## src/rtl/iir_sample_feeder.sv

```systemverilog
// iir_sample_feeder: reads a block of signed samples from a synchronous-read memory and streams them
//   to the IIR cascade input one at a time, with a programmable idle gap after each accepted sample.
// Latency: start edge N -> data_in_valid at edge N+2; with in_ready high the sample period is interval+3.
// Backpressure: data_in/addr are held with data_in_valid high until in_ready; no memory read is issued
//   while a sample is waiting to be accepted.
//
// Optional build macro: FEEDER_FLUSH_EN appends FLUSH_LEN zero samples after the last memory sample.
//
// Ports:
//   clk, rst             single rising-edge clock, asynchronous active-high reset
//   start                begins a block; only looked at while idle
//   sample_count         samples per block, latched at start (0 or above 2^ADDR_W means full depth)
//   interval             idle cycles after each transfer, latched at start
//   mem_rd_en/mem_addr   read strobe and address to the sample memory
//   mem_rd_data          memory data, valid the cycle after mem_rd_en
//   data_in/addr         presented sample and its memory index
//   data_in_valid        sample valid; in_ready is the cascade's pipeline enable
//   busy                 high from start acceptance until the feeder is idle again
//   feed_done            one-cycle pulse when the block is complete

module iir_sample_feeder #(
    parameter int DATA_W    = 24,
    parameter int ADDR_W    = 11,
    parameter int FLUSH_LEN = 16
) (
    input  logic              clk,
    input  logic              rst,
    input  logic              start,
    input  logic [ADDR_W:0]   sample_count,
    input  logic [7:0]        interval,
    output logic              mem_rd_en,
    output logic [ADDR_W-1:0] mem_addr,
    input  logic [DATA_W-1:0] mem_rd_data,
    output logic [DATA_W-1:0] data_in,
    output logic              data_in_valid,
    input  logic              in_ready,
    output logic [ADDR_W-1:0] addr,
    output logic              busy,
    output logic              feed_done
);

    typedef enum logic [2:0] {
        S_IDLE    = 3'd0,
        S_FETCH   = 3'd1,
        S_WAIT    = 3'd2,
        S_PRESENT = 3'd3,
        S_GAP     = 3'd4,
        S_DONE    = 3'd5
    } state_t;

    // Full memory depth as a sample count (2^ADDR_W), one bit wider than an address.
    localparam logic [ADDR_W:0] DEPTH_C = {1'b1, {ADDR_W{1'b0}}};

    state_t            state_q, state_d;
    logic [ADDR_W-1:0] index_q, index_d;
    logic [ADDR_W-1:0] last_idx_q, last_idx_d;
    logic [7:0]        interval_q, interval_d;
    logic [7:0]        gap_cnt_q, gap_cnt_d;
    logic [DATA_W-1:0] data_q, data_d;
    logic [ADDR_W-1:0] addr_q, addr_d;

    // Index of the final sample of the block being started. Out-of-range
    // counts collapse to the full memory. A count of exactly DEPTH has zero
    // low bits, and the modular subtraction yields the all-ones last index.
    logic [ADDR_W-1:0] start_last_idx;

    always_comb begin
        if ((sample_count == '0) || (sample_count > DEPTH_C)) begin
            start_last_idx = '1;
        end else begin
            start_last_idx = sample_count[ADDR_W-1:0] - 1'b1;
        end
    end

    // After an accepted sample that is not the last, either idle for the
    // programmed gap or go straight to the next fetch.
    state_t after_xfer;

    always_comb begin
        after_xfer = (interval_q != 8'd0) ? S_GAP : S_FETCH;
    end

`ifdef FEEDER_FLUSH_EN
    localparam int FLUSH_W = (FLUSH_LEN > 1) ? $clog2(FLUSH_LEN) : 1;
    localparam logic [FLUSH_W-1:0] FLUSH_LAST = FLUSH_W'(FLUSH_LEN - 1);

    // flush_q marks the zero-sample tail; flush_cnt_q indexes the zero
    // sample currently in flight.
    logic               flush_q, flush_d;
    logic [FLUSH_W-1:0] flush_cnt_q, flush_cnt_d;
`else
    // FLUSH_LEN only shapes the zero-sample tail, which this build omits.
    if (FLUSH_LEN < 0) begin : g_flush_len_unused
    end
`endif

    // ------------------------------------------------------------------
    // Next-state and output decode
    // ------------------------------------------------------------------
    always_comb begin
        state_d    = state_q;
        index_d    = index_q;
        last_idx_d = last_idx_q;
        interval_d = interval_q;
        gap_cnt_d  = gap_cnt_q;
        data_d     = data_q;
        addr_d     = addr_q;
        mem_rd_en  = 1'b0;
`ifdef FEEDER_FLUSH_EN
        flush_d     = flush_q;
        flush_cnt_d = flush_cnt_q;
`endif

        case (state_q)
            S_IDLE: begin
                if (start) begin
                    last_idx_d = start_last_idx;
                    interval_d = interval;
                    index_d    = '0;
`ifdef FEEDER_FLUSH_EN
                    flush_d     = 1'b0;
                    flush_cnt_d = '0;
`endif
                    state_d    = S_FETCH;
                end
            end

            S_FETCH: begin
`ifdef FEEDER_FLUSH_EN
                // Zero samples need no memory access.
                mem_rd_en = ~flush_q;
`else
                mem_rd_en = 1'b1;
`endif
                state_d = S_WAIT;
            end

            S_WAIT: begin
                // Read data arrives this cycle; capture it so it stays stable
                // for however long the cascade stalls.
`ifdef FEEDER_FLUSH_EN
                data_d = flush_q ? '0 : mem_rd_data;
`else
                data_d = mem_rd_data;
`endif
                addr_d  = index_q;
                state_d = S_PRESENT;
            end

            S_PRESENT: begin
                if (in_ready) begin
                    gap_cnt_d = interval_q;
`ifdef FEEDER_FLUSH_EN
                    if (flush_q) begin
                        if (flush_cnt_q == FLUSH_LAST) begin
                            state_d = S_DONE;
                        end else begin
                            flush_cnt_d = flush_cnt_q + 1'b1;
                            state_d     = after_xfer;
                        end
                    end else if (index_q != last_idx_q) begin
                        index_d = index_q + 1'b1;
                        state_d = after_xfer;
                    end else if (FLUSH_LEN > 0) begin
                        // Last memory sample accepted: index stays put so addr
                        // keeps reporting it through the tail.
                        flush_d     = 1'b1;
                        flush_cnt_d = '0;
                        state_d     = after_xfer;
                    end else begin
                        state_d = S_DONE;
                    end
`else
                    if (index_q != last_idx_q) begin
                        index_d = index_q + 1'b1;
                        state_d = after_xfer;
                    end else begin
                        state_d = S_DONE;
                    end
`endif
                end
            end

            S_GAP: begin
                // Entered with gap_cnt_q = interval (>0); leaves after that
                // many cycles.
                if (gap_cnt_q <= 8'd1) begin
                    state_d = S_FETCH;
                end else begin
                    gap_cnt_d = gap_cnt_q - 8'd1;
                end
            end

            S_DONE: begin
                state_d = S_IDLE;
            end

            default: begin
                state_d = S_IDLE;
            end
        endcase
    end

    // ------------------------------------------------------------------
    // State registers
    // ------------------------------------------------------------------
    always_ff @(posedge clk or posedge rst) begin
        if (rst) begin
            state_q    <= S_IDLE;
            index_q    <= '0;
            last_idx_q <= '0;
            interval_q <= '0;
            gap_cnt_q  <= '0;
            data_q     <= '0;
            addr_q     <= '0;
        end else begin
            state_q    <= state_d;
            index_q    <= index_d;
            last_idx_q <= last_idx_d;
            interval_q <= interval_d;
            gap_cnt_q  <= gap_cnt_d;
            data_q     <= data_d;
            addr_q     <= addr_d;
        end
    end

`ifdef FEEDER_FLUSH_EN
    always_ff @(posedge clk or posedge rst) begin
        if (rst) begin
            flush_q     <= 1'b0;
            flush_cnt_q <= '0;
        end else begin
            flush_q     <= flush_d;
            flush_cnt_q <= flush_cnt_d;
        end
    end
`endif

    // ------------------------------------------------------------------
    // Outputs: all decoded from registered state, so they are glitch-free
    // and return to zero as soon as reset asserts.
    // ------------------------------------------------------------------
    assign mem_addr      = index_q;
    assign data_in       = data_q;
    assign addr          = addr_q;
    assign data_in_valid = (state_q == S_PRESENT);
    assign busy          = (state_q != S_IDLE);
    assign feed_done     = (state_q == S_DONE);

endmodule

```

## config.mk

```make
export PLATFORM = sky130hd
export DESIGN_NAME = iir_sample_feeder
export DESIGN_NICKNAME = d
export VERILOG_FILES = /design/src/rtl/iir_sample_feeder.sv
export SDC_FILE = /design/constraint.sdc
export NUM_CORES = 1
export LEC_CHECK = 0
export CELL_PAD_IN_SITES_DETAIL_PLACEMENT = 0
export CELL_PAD_IN_SITES_GLOBAL_PLACEMENT = 2
export CORE_ASPECT_RATIO = 0.6
export CORE_MARGIN = 10
export CORE_UTILIZATION = 37
export CTS_BUF_LIST = sky130_fd_sc_hd__clkbuf_16
export CTS_CLUSTER_DIAMETER = 80
export DETAILED_ROUTE_END_ITERATION = 10
export DONT_BUFFER_PORTS = 1
export PLACE_DENSITY_LB_ADDON = 0.12
export SLEW_MARGIN = 20
export SYNTH_ARGS = -nofsm -noshare
export SYNTH_HDL_FRONTEND = slang
export SYNTH_SLANG_ARGS = --single-unit
```

## constraint.sdc

```tcl
create_clock -name clk -period 3.75 [get_ports clk]
set_input_delay 0.75 -clock clk [delete_from_list [all_inputs] [get_ports clk]]
set_output_delay 0.75 -clock clk [all_outputs]
set_load 0.02 [all_outputs]
```

==> results.py, run 1 <==
metrics = {
    "detailed_routing": {
        "avgRoutedWirePerCell_um": 19.5,
        "met1Wirelength_um": 4800,
        "viasPerCell": 5.30,
        "maxUsedRoutingLayer": "met4",
        "drt_iter0_drc": 142,
        "postRouteWirelength_um": 9260,
        "route.vias.total": 2524,
        "met2_length_um": 3680,
        "drc": 0,
        "final_antenna_net_count": 0,
        "firstDrtPassIters": 4,
        "dr_wl_met3_um": 691,
    },
    "logic_synthesis": {
        "yosys.area.top_type_share_pct": 52.7,
        "yosysMostFrequentCell": "sky130_fd_sc_hd__dfrtp_1",
        "postSynthAreaPerCell_um2": 10.6,
        "post_synth_inst_count": 340,
        "synth_top_cells_by_count": "sky130_fd_sc_hd__dfrtp_1 (76), sky130_fd_sc_hd__nand2_1 (39), sky130_fd_sc_hd__mux2_2 (35)",
        "synth_area_leader_cell": "sky130_fd_sc_hd__dfrtp_1",
        "synth.distinct_cells": 44,
        "syn-cell-area_mm2": 0.00361,
        "postSynthNetCount": 392,
        "ys_ff_latch": 76,
        "synth.area.top_cells": "sky130_fd_sc_hd__dfrtp_1 (53%), sky130_fd_sc_hd__mux2_2 (11%), sky130_fd_sc_hd__xnor2_1 (4.4%), sky130_fd_sc_hd__nand2_1 (4.1%), sky130_fd_sc_hd__a21oi_1 (3.2%)",
        "postSynth.asyncResetShare_pct": 100,
        "synth.yosys.warnings": 0,
        "synth_enable_flop_cells": 0,
        "ys_seq_area_share_pct": 52.7,
        "synth_top_flop_cell": "sky130_fd_sc_hd__dfrtp_1",
    },
    "cells_and_area": {
        "n_fill_cell": 898,
        "insertedDiodeCount": 0,
        "final_nets": 393,
        "post_route_cells_drive_above_1_share_pct": 18.2,
        "area_delta_synth_final_pct": 12.4,
        "fin_area_mm2": 0.00406,
        "fin_util_pct": 43.5,
    },
    "placement": {
        "post_dp_cell_area_mm2": 0.00377,
        "routabilityCongestion": 0.744,
        "pre_cts_slack_ns": 1.07,
        "dp_hpwl_um": 6980,
        "place.port_buffers": 0,
    },
    "setup_path": {
        "crit_fanout": 9,
        "worstPathArrival_ns": 2.53,
        "critical-path-slowest-cell": "sky130_fd_sc_hd__or4b_4",
        "crit_path_start_kind": "primary input",
        "timing_worst_setup_path_type": "primary input to flop",
        "worstPathCellList": "inv_1, ha_1, or3b_2, or4b_4, xnor2_2, nor2_2, a21oi_1",
        "cp-end-kind": "flop",
        "cp-startpoint": "sample_count[0]",
        "cp_data_required_time_ns": 3.94,
        "r2r-start": "state_q[2]",
        "critical_path.max_stage_delay_ns": 0.52,
    },
    "timing": {
        "rsz0062_at_grt": "no",
        "max_freq_ghz": 0.428,
        "fin_skew_ns": 0.00961,
        "setup_total_negative_slack_ns": 0,
        "final_hold_violating_endpoints": 0,
        "report.final.setup_viol": 0,
        "min_period_over_period_pct": 62.4,
        "period_minus_slack_ns": 2.34,
        "measured_slew_at_the_worst_slew_check_pin_ns": 0.937,
        "finalWorstSetupSlack_ns": 1.41,
        "slew-limit-headroom_pct": 37.4,
        "maxSlewViolCount": 0,
    },
    "power_and_ir_drop": {
        "power.ir.vdd_worst_mv": 0.343,
        "p_total_w": 0.00345,
        "power.static_leakage_nw": 1.68,
        "p_per_area_mw_per_mm2": 849,
    },
    "global_route": {
        "vias_in_the_first_global_route": 2488,
        "global_route.usage.total_pct": 12.6,
        "grt_pass1_wl_um": 14100,
        "grt_start_max_net_pins": 45,
        "grt_antenna_before_repair": 0,
        "globalRoute.totalOverflow": 0,
    },
    "cts": {
        "cts.sink_count": 76,
        "insertion_delay_ns": 0.33,
        "maximum_clock_path_buffer_count": 2,
        "post-cts-setup-buffers": 0,
        "numCtsBuffers": 9,
        "ctsHtreeMaxLevel": 3,
        "cts_root_buf": "sky130_fd_sc_hd__clkbuf_16",
        "cts_hold_repair.buffers": 0,
        "cts-resized-gates": 0,
        "cts_tree": "done",
        "clk_pin_slew_worst_paths_ns": 0.06,
    },
    "floorplan": {
        "floorplan.io_pins": 98,
        "start_util_pct": 38.7,
        "floorplan.die_area_mm2": 0.0142,
        "core_mm2": 0.00932,
        "die_height_um": 96.5,
        "num_rows": 27,
        "die_width_um": 148,
    },
    "run": {
        "max_cap_violations": 0,
    },
    "hold_path": {
        "worstHoldStart": "gap_cnt_q[6]",
        "hold_path_class": "flop to flop",
    },
    "outcome": {
        "run_status": "finished, final reports clean",
    },
}
-- sequential cells by signal, summed over array words and instances, names as in the netlist --
| signal | cells |
|---|---|
| data_in | 24 |
| addr | 11 |
| last_idx_q | 11 |
| mem_addr | 11 |
| gap_cnt_q | 8 |
| interval_q | 8 |
| state_q | 3 |
-- worst paths after layout --
check / slack (ns) / endpoint / cells past startpoint
worst max-delay path: 1.41 / last_idx_q[7] / 7
worst min-delay path: 0.49 / gap_cnt_q[6] / 1
worst max register to register: 1.48 / mem_addr[9] / 6
worst min register to register: 0.49 / gap_cnt_q[6] / 1
max in group asynchronous: 2.54 / interval_q[2] / 2
min in group asynchronous: 0.51 / data_in[13] / 1
-- power by group --
part           internal (W)  total, W  switching (W)
Combinational      0.000467  0.000965       0.000499
Sequential          0.00113   0.00164       0.000509
Clock              0.000511  0.000839       0.000328
Total               0.00211   0.00345        0.00134
-- cells by family after synthesis --
logic type      after synthesis  synth area share, %
flops                        76                 52.7
fa+ha+maj                     4                 1.39
mux                          36                 11.2
simple gates                119                 16.9
xor+xnor                     19                 4.82
compound gates               61                 10.3
buf+inv                      25                 2.74
-- stage by stage --
| stage | hold slack (ns) | instances |
|---|---|---|
| after floorplan | 0.448 | 340 |
| after global placement | 0.471 | 460 |
| after detailed placement | 0.471 | 460 |
| after CTS | 0.487 | 476 |
| after global routing | 0.491 | 476 |
| final | 0.493 | 476 |
-- placed cells by master, fill, tap and decap left out, types with 2 or more instances in the layout --
master,n
sky130_fd_sc_hd__nand2b_1,2
sky130_fd_sc_hd__and3_1,2
sky130_fd_sc_hd__o31ai_1,9
sky130_fd_sc_hd__a31oi_1,2
sky130_fd_sc_hd__dfrtp_1,76
sky130_fd_sc_hd__nand3_1,5
sky130_fd_sc_hd__or4_1,9
sky130_fd_sc_hd__nor4_1,4
sky130_fd_sc_hd__clkbuf_16,9
sky130_fd_sc_hd__o211ai_1,3
sky130_fd_sc_hd__clkinv_2,3
sky130_fd_sc_hd__inv_1,9
sky130_fd_sc_hd__a21oi_1,23
sky130_fd_sc_hd__buf_4,4
sky130_fd_sc_hd__or3_1,2
sky130_fd_sc_hd__o21ai_0,14
sky130_fd_sc_hd__nand2_1,39
sky130_fd_sc_hd__nand4_1,3
sky130_fd_sc_hd__o311ai_0,2
sky130_fd_sc_hd__mux2_2,35
sky130_fd_sc_hd__nor3_1,9
sky130_fd_sc_hd__ha_1,4
sky130_fd_sc_hd__and2_1,3
sky130_fd_sc_hd__nor2_1,27
sky130_fd_sc_hd__xnor2_1,18
sky130_fd_sc_hd__nor3b_1,5
-- routing by layer --
metal | up-vias | track usage [%]
met5 | - | 0
met4 | 0 | 3.69
met3 | 7 | 5.38
met2 | 71 | 16.1
met1 | 1222 | 18.3
li1 | 1224 | -
-- cell type report --
class	count	area [µm²]	share of cell area, %
flip-flops and latches	76	1900	46.9
multi-input cells	239	1620	39.8
clock buffers	9	225	5.55
well taps	130	163	4.01
clock inverters	7	65.1	1.60
repair buffers	5	50.0	1.23
inverters	10	37.5	0.925
-- worst max-delay path, delay by kind of cell --
family	cells	cell delay, ns
simple gates	3	1.29
fa+ha+maj	1	0.17
xor+xnor	1	0.15
compound gates	1	0.12
buf+inv	1	0.04
Note: power is estimated with default switching activity, not from simulation.
==> run 2, diff against run 1 <==
- CORE_UTILIZATION: 37 -> 35
- clock period: 3.75 -> 2.1 ns (I/O delays scaled with it)
==> run 2 against run 1 <==
Sequential share of layout area decreased by 2.5 points. First-iteration DRC count increased by 5.6%. Sequential power increased by 73%.
==> results.py, run 2 (same netlist as run 1, synthesis figures left out) <==
metrics = {
    "floorplan": {
        "floorplan.die_area_mm2": 0.0149,
        "die_height_um": 98.7,
        "start_util_pct": 36.3,
        "core_mm2": 0.00995,
        "floorplan.io_pins": 98,
        "num_rows": 28,
        "die_width_um": 151,
    },
    "setup_path": {
        "worstPathCellList": "nor3_1, and2_1, o21ai_1, or4_1, a21oi_1",
        "path_depth": 5,
        "worstPathArrival_ns": 2.17,
        "crit_path_start_kind": "flop",
        "worst_path_dominant_cell_family": "simple AND/OR/NAND/NOR gates",
        "crit_fanout": 6,
        "reg2reg_setup_slack_ns": 0.17,
        "critical-path-slowest-cell": "sky130_fd_sc_hd__or4_1",
        "crit_buf_inv": 0,
        "crit-reg2reg-capture": "mem_addr[9]",
        "critical_path.max_stage_delay_ns": 0.50,
        "timing_worst_setup_path_type": "flop to flop",
        "cp_data_required_time_ns": 2.34,
        "cp-end-kind": "flop",
        "r2r-start": "state_q[1]",
        "r2r_cells": 5,
    },
    "outcome": {
        "run_status": "finished, final reports clean",
    },
    "detailed_routing": {
        "postRouteWirelength_um": 9780,
        "drt_iter0_drc": 150,
        "avgRoutedWirePerCell_um": 19.4,
        "drc": 0,
        "route.vias.total": 2615,
        "viasPerCell": 5.19,
        "firstDrtPassIters": 4,
        "final_antenna_net_count": 0,
    },
    "power_and_ir_drop": {
        "combinational_power_share_pct": 31.3,
        "total_switching_power_w": 0.00245,
        "power.ir.vdd_worst_mv": 0.660,
        "p_per_area_mw_per_mm2": 1520,
        "intPower_w": 0.00405,
        "share_of_total_power_in_the_clock_network_pct": 25.2,
        "p_total_w": 0.00651,
        "p_sw_share_pct": 37.7,
        "seqPwrFrac_pct": 43.5,
        "power.static_leakage_nw": 1.81,
    },
    "global_route": {
        "grt_start_max_net_pins": 77,
        "grt_antenna_before_repair": 0,
        "vias_in_the_first_global_route": 2561,
        "global_route.usage.total_pct": 13.1,
        "globalRoute.totalOverflow": 0,
        "grt_pass1_wl_um": 15100,
    },
    "cts": {
        "numCtsBuffers": 9,
        "clk_pin_slew_worst_paths_ns": 0.06,
        "ctsHtreeMaxLevel": 3,
        "maximum_clock_path_buffer_count": 2,
        "cts_root_buf": "sky130_fd_sc_hd__clkbuf_16",
        "cts_tree": "done",
        "insertion_delay_ns": 0.33,
        "cts.sink_count": 76,
    },
    "cells_and_area": {
        "final_nets": 416,
        "area_delta_synth_final_pct": 18.9,
        "sequential_cell_area_mm2": 0.00190,
        "n_fill_cell": 965,
        "fin_util_pct": 43.1,
        "insertedDiodeCount": 0,
        "multi_input_area_mm2": 0.00163,
        "post_route_cells_drive_above_1_share_pct": 23.8,
        "layout_common_cells": "sky130_fd_sc_hd__dfrtp_1 (76), sky130_fd_sc_hd__nand2_1 (38), sky130_fd_sc_hd__mux2_2 (35), sky130_fd_sc_hd__nor2_1 (27), sky130_fd_sc_hd__buf_4 (26)",
        "largest_register_ff_count": 24,
        "layout_commonest_cell": "sky130_fd_sc_hd__dfrtp_1",
    },
    "timing": {
        "period_minus_slack_ns": 1.93,
        "final_hold_violating_endpoints": 0,
        "report.final.setup_viol": 0,
        "setup_total_negative_slack_ns": 0,
        "fin_skew_ns": 0.00755,
        "slew-limit-headroom_pct": 57.8,
        "measured_slew_at_the_worst_slew_check_pin_ns": 0.627,
        "hold_ws_ns": 0.0739,
        "max_freq_ghz": 0.518,
        "min_period_over_period_pct": 91.9,
        "maxSlewViolCount": 0,
        "rsz0062_at_grt": "no",
        "finalWorstSetupSlack_ns": 0.170,
    },
    "placement": {
        "routabilityCongestion": 0.783,
        "pre_cts_slack_ns": -0.0381,
        "dp_hpwl_um": 7270,
        "place.port_buffers": 0,
    },
    "hold_path": {
        "hold_path_class": "primary input to asynchronous set/reset pin",
    },
    "run": {
        "max_cap_violations": 0,
    },
}
-- run 2: stage by stage --
step,instances,cell area (µm²)
5_1_grt,504,4290
3_5_place_dp,488,3970
6_report,504,4290
4_1_cts,504,4290
3_3_place_gp,488,3970
2_1_floorplan,340,3620
-- run 2: worst max-delay path by stage --
stage / startpoint / to / slack [ns]
global route: gap_cnt_q[0] / gap_cnt_q[3] / 0.01
finish: state_q[1] / mem_addr[9] / 0.17
detailed placement: sample_count[0] / last_idx_q[3] / -0.04
global placement: sample_count[0] / last_idx_q[3] / -0.03
floorplan: sample_count[0] / last_idx_q[3] / 0.02
CTS: gap_cnt_q[0] / gap_cnt_q[5] / 0.13
-- run 2: power groups by stage --
stage               clock network (W)  logic [W]  registers, W
floorplan                           0    0.00149       0.00271
global placement                    0    0.00201       0.00287
detailed placement                  0    0.00205       0.00288
CTS                           0.00168    0.00206       0.00285
global route                  0.00175    0.00228       0.00292
finish                        0.00164    0.00204       0.00283
-- run 2: cell type report --
| class | count | share of cell area [%] |
|---|---|---|
| Clock buffer | 9 | 5.25 |
| Multi-Input combinational cell | 239 | 37.9 |
| Sequential cell | 76 | 44.3 |
| Inverter | 10 | 0.962 |
| Tap cell | 135 | 3.94 |
| Clock inverter | 7 | 2.13 |
| Timing Repair Buffer | 28 | 5.48 |
-- run 2: timing repair --
item,4_1_cts,5_1_grt
buffers inserted,0,0
hold buffers,0,0
endpoints found under the setup margin,0,5
resized for setup,0,2
hold endpoints to repair,0,0
-- run 2: per-layer routing --
metal  track usage, %  part of all wire (%)  vias up
met5                0                     0        -
met4             2.43                  0.56        0
met3             6.12                   8.6        7
met1             19.4                    52     1254
met2             16.8                    39       83
li1                 -                     -     1271
==> run 3, diff against run 2 <==
- CORE_ASPECT_RATIO: 0.6 -> unset
==> run 3 against run 2 <==
Global-route usage shrank 0.28 points. Die area fell by 0.89%. Register-to-register slack improved by 0.08 ns. Total power fell by 4.3%. Clock power down 13%. Clock-buffer cell count stayed put. Via count up 0.31%. Critical path depth grew 1. Combinational power is 3% lower. Worst hold slack worse by 0.039 ns. Critical path type unchanged. Critical endpoint is now mem_addr[6]. Largest cell class unchanged. Largest power group unchanged.
==> results.py, run 3 (same netlist as run 1, synthesis figures left out) <==
metrics = {
    "detailed_routing": {
        "met2_length_um": 4760,
        "maxUsedRoutingLayer": "met4",
        "dr_wl_met3_um": 611,
        "avgRoutedWirePerCell_um": 18.5,
        "final_antenna_net_count": 0,
        "drc": 0,
        "viasPerCell": 5.19,
        "firstDrtPassIters": 4,
        "route.vias.total": 2623,
        "postRouteWirelength_um": 9350,
        "drt_iter0_drc": 187,
        "met1Wirelength_um": 3870,
    },
    "global_route": {
        "vias_in_the_first_global_route": 2759,
        "global_route.usage.total_pct": 12.8,
        "globalRoute.totalOverflow": 0,
        "grt_antenna_before_repair": 0,
        "grt_pass1_wl_um": 15000,
        "grt_start_max_net_pins": 37,
    },
    "power_and_ir_drop": {
        "seqPwrFrac_pct": 45.3,
        "p_sw_share_pct": 39.0,
        "intPower_w": 0.00380,
        "total_switching_power_w": 0.00243,
        "power.ir.vdd_worst_mv": 0.585,
        "combinational_power_share_pct": 31.6,
        "p_total_w": 0.00623,
        "p_per_area_mw_per_mm2": 1470,
        "power.static_leakage_nw": 1.79,
        "share_of_total_power_in_the_clock_network_pct": 23.0,
    },
    "timing": {
        "period_minus_slack_ns": 1.85,
        "fin_skew_ns": 0.00784,
        "setup_total_negative_slack_ns": 0,
        "rsz0062_at_grt": "no",
        "min_period_over_period_pct": 88.3,
        "final_hold_violating_endpoints": 0,
        "measured_slew_at_the_worst_slew_check_pin_ns": 0.622,
        "report.final.setup_viol": 0,
        "max_freq_ghz": 0.540,
        "slew-limit-headroom_pct": 58.4,
        "maxSlewViolCount": 0,
    },
    "cts": {
        "insertion_delay_ns": 0.33,
        "ctsHtreeMaxLevel": 3,
        "numCtsBuffers": 9,
        "cts_tree": "done",
        "cts_root_buf": "sky130_fd_sc_hd__clkbuf_16",
        "clk_pin_slew_worst_paths_ns": 0.06,
        "cts.sink_count": 76,
        "cts_hold_repair.buffers": 0,
        "maximum_clock_path_buffer_count": 2,
    },
    "floorplan": {
        "start_util_pct": 35.4,
        "die_width_um": 122,
        "floorplan.io_pins": 98,
        "die_height_um": 122,
        "core_mm2": 0.0102,
        "num_rows": 37,
        "floorplan.die_area_mm2": 0.0148,
    },
    "cells_and_area": {
        "insertedDiodeCount": 0,
        "n_fill_cell": 1015,
        "area_delta_synth_final_pct": 17.4,
        "fin_util_pct": 41.6,
        "fin_area_mm2": 0.00424,
        "final_nets": 416,
        "sequential_cell_area_mm2": 0.00190,
        "largest_register_ff_count": 24,
        "layout_commonest_cell": "sky130_fd_sc_hd__dfrtp_1",
        "post_route_cells_drive_above_1_share_pct": 23.6,
        "layout_common_cells": "sky130_fd_sc_hd__dfrtp_1 (76), sky130_fd_sc_hd__nand2_1 (39), sky130_fd_sc_hd__mux2_2 (35), sky130_fd_sc_hd__nor2_1 (27), sky130_fd_sc_hd__buf_4 (27)",
        "multi_input_area_mm2": 0.00162,
    },
    "placement": {
        "dp_hpwl_um": 6960,
        "routabilityCongestion": 0.781,
        "place.port_buffers": 0,
        "post_dp_cell_area_mm2": 0.00396,
    },
    "outcome": {
        "run_status": "finished, final reports clean",
    },
    "hold_path": {
        "hold_path_class": "primary input to asynchronous set/reset pin",
    },
    "setup_path": {
        "cp-end-kind": "flop",
        "cp_data_required_time_ns": 2.35,
        "worstPathArrival_ns": 2.11,
        "timing_worst_setup_path_type": "flop to flop",
        "crit_fanout": 6,
        "crit_path_start_kind": "flop",
    },
    "run": {
        "max_cap_violations": 0,
    },
}
[run 3: changes by cell type in the layout (fill, tap and decap cells not counted)]
cell and delta:
sky130_fd_sc_hd__buf_12 -1, sky130_fd_sc_hd__buf_4 +1, sky130_fd_sc_hd__bufinv_16 -2, sky130_fd_sc_hd__clkinv_2 -1, sky130_fd_sc_hd__clkinvlp_4 +1, sky130_fd_sc_hd__inv_6 +2, sky130_fd_sc_hd__nand2_1 +1, sky130_fd_sc_hd__nand2_2 -1
[run 3: layout make-up]
cell class | instances | share of cell area, %
sequential | 76 | 44.9
inverter | 10 | 0.975
clock inverter | 7 | 1.21
timing repair buffer | 28 | 5.26
tap | 136 | 4.02
clock buffer | 9 | 5.32
multi-input combinational | 239 | 38.3
[run 3: power groups by stage]
stage | sequential, W | combinational, W | clock [W]
floorplan | 0.00271 | 0.00149 | 0
global placement | 0.00286 | 0.00195 | 0
detailed placement | 0.00287 | 0.00199 | 0
CTS | 0.00285 | 0.00199 | 0.00148
global route | 0.00292 | 0.00223 | 0.00155
finish | 0.00282 | 0.00197 | 0.00143
[run 3: through the flow]
stage / std cells / worst slack, ns / hold slack (ns)
floorplan: 340 / 0.0189 / 0.448
global placement: 489 / -0.0807 / 0.388
detailed placement: 489 / -0.107 / 0.400
CTS: 505 / 0.210 / 0.0441
global route: 505 / 0.0474 / 0.0735
finish: 505 / 0.247 / 0.0352
[run 3: worst max-delay path, stage by stage, from the launching register on]
cell,delay [ns]
sky130_fd_sc_hd__dfrtp_1,0.56
sky130_fd_sc_hd__ha_1,0.24
sky130_fd_sc_hd__nand3_1,0.13
sky130_fd_sc_hd__inv_1,0.10
sky130_fd_sc_hd__nand2_1,0.11
sky130_fd_sc_hd__or4_1,0.49
sky130_fd_sc_hd__a21oi_1,0.15
[run 3: what timing repair did]
| item | 4_1_cts | 5_1_grt |
|---|---|---|
| hold endpoints to repair | 0 | 0 |
| resized for setup | 0 | 1 |
| endpoints found under the setup margin | 0 | 2 |
| setup buffers | 0 | 0 |
[run 3: worst paths after layout]
check                                start            end  slack (ns)  cells after the start
hold reg to reg               gap_cnt_q[6]   gap_cnt_q[6]        0.49                      1
hold / removal                         rst     data_in[5]        0.04                      1
min in group clk           sample_count[0]  last_idx_q[0]        0.17                      1
setup / recovery               mem_addr[1]    mem_addr[6]        0.25                      6
max in group asynchronous              rst  last_idx_q[8]        1.47                      2
setup reg to reg               mem_addr[1]    mem_addr[6]        0.25                      6
[run 3: metal layers]
metal / vias up / track usage [%]
li1: 1256 / -
met1: 1310 / 14.8
met2: 49 / 21.1
met3: 8 / 5.64
met4: 0 / 3.87
met5: - / 0
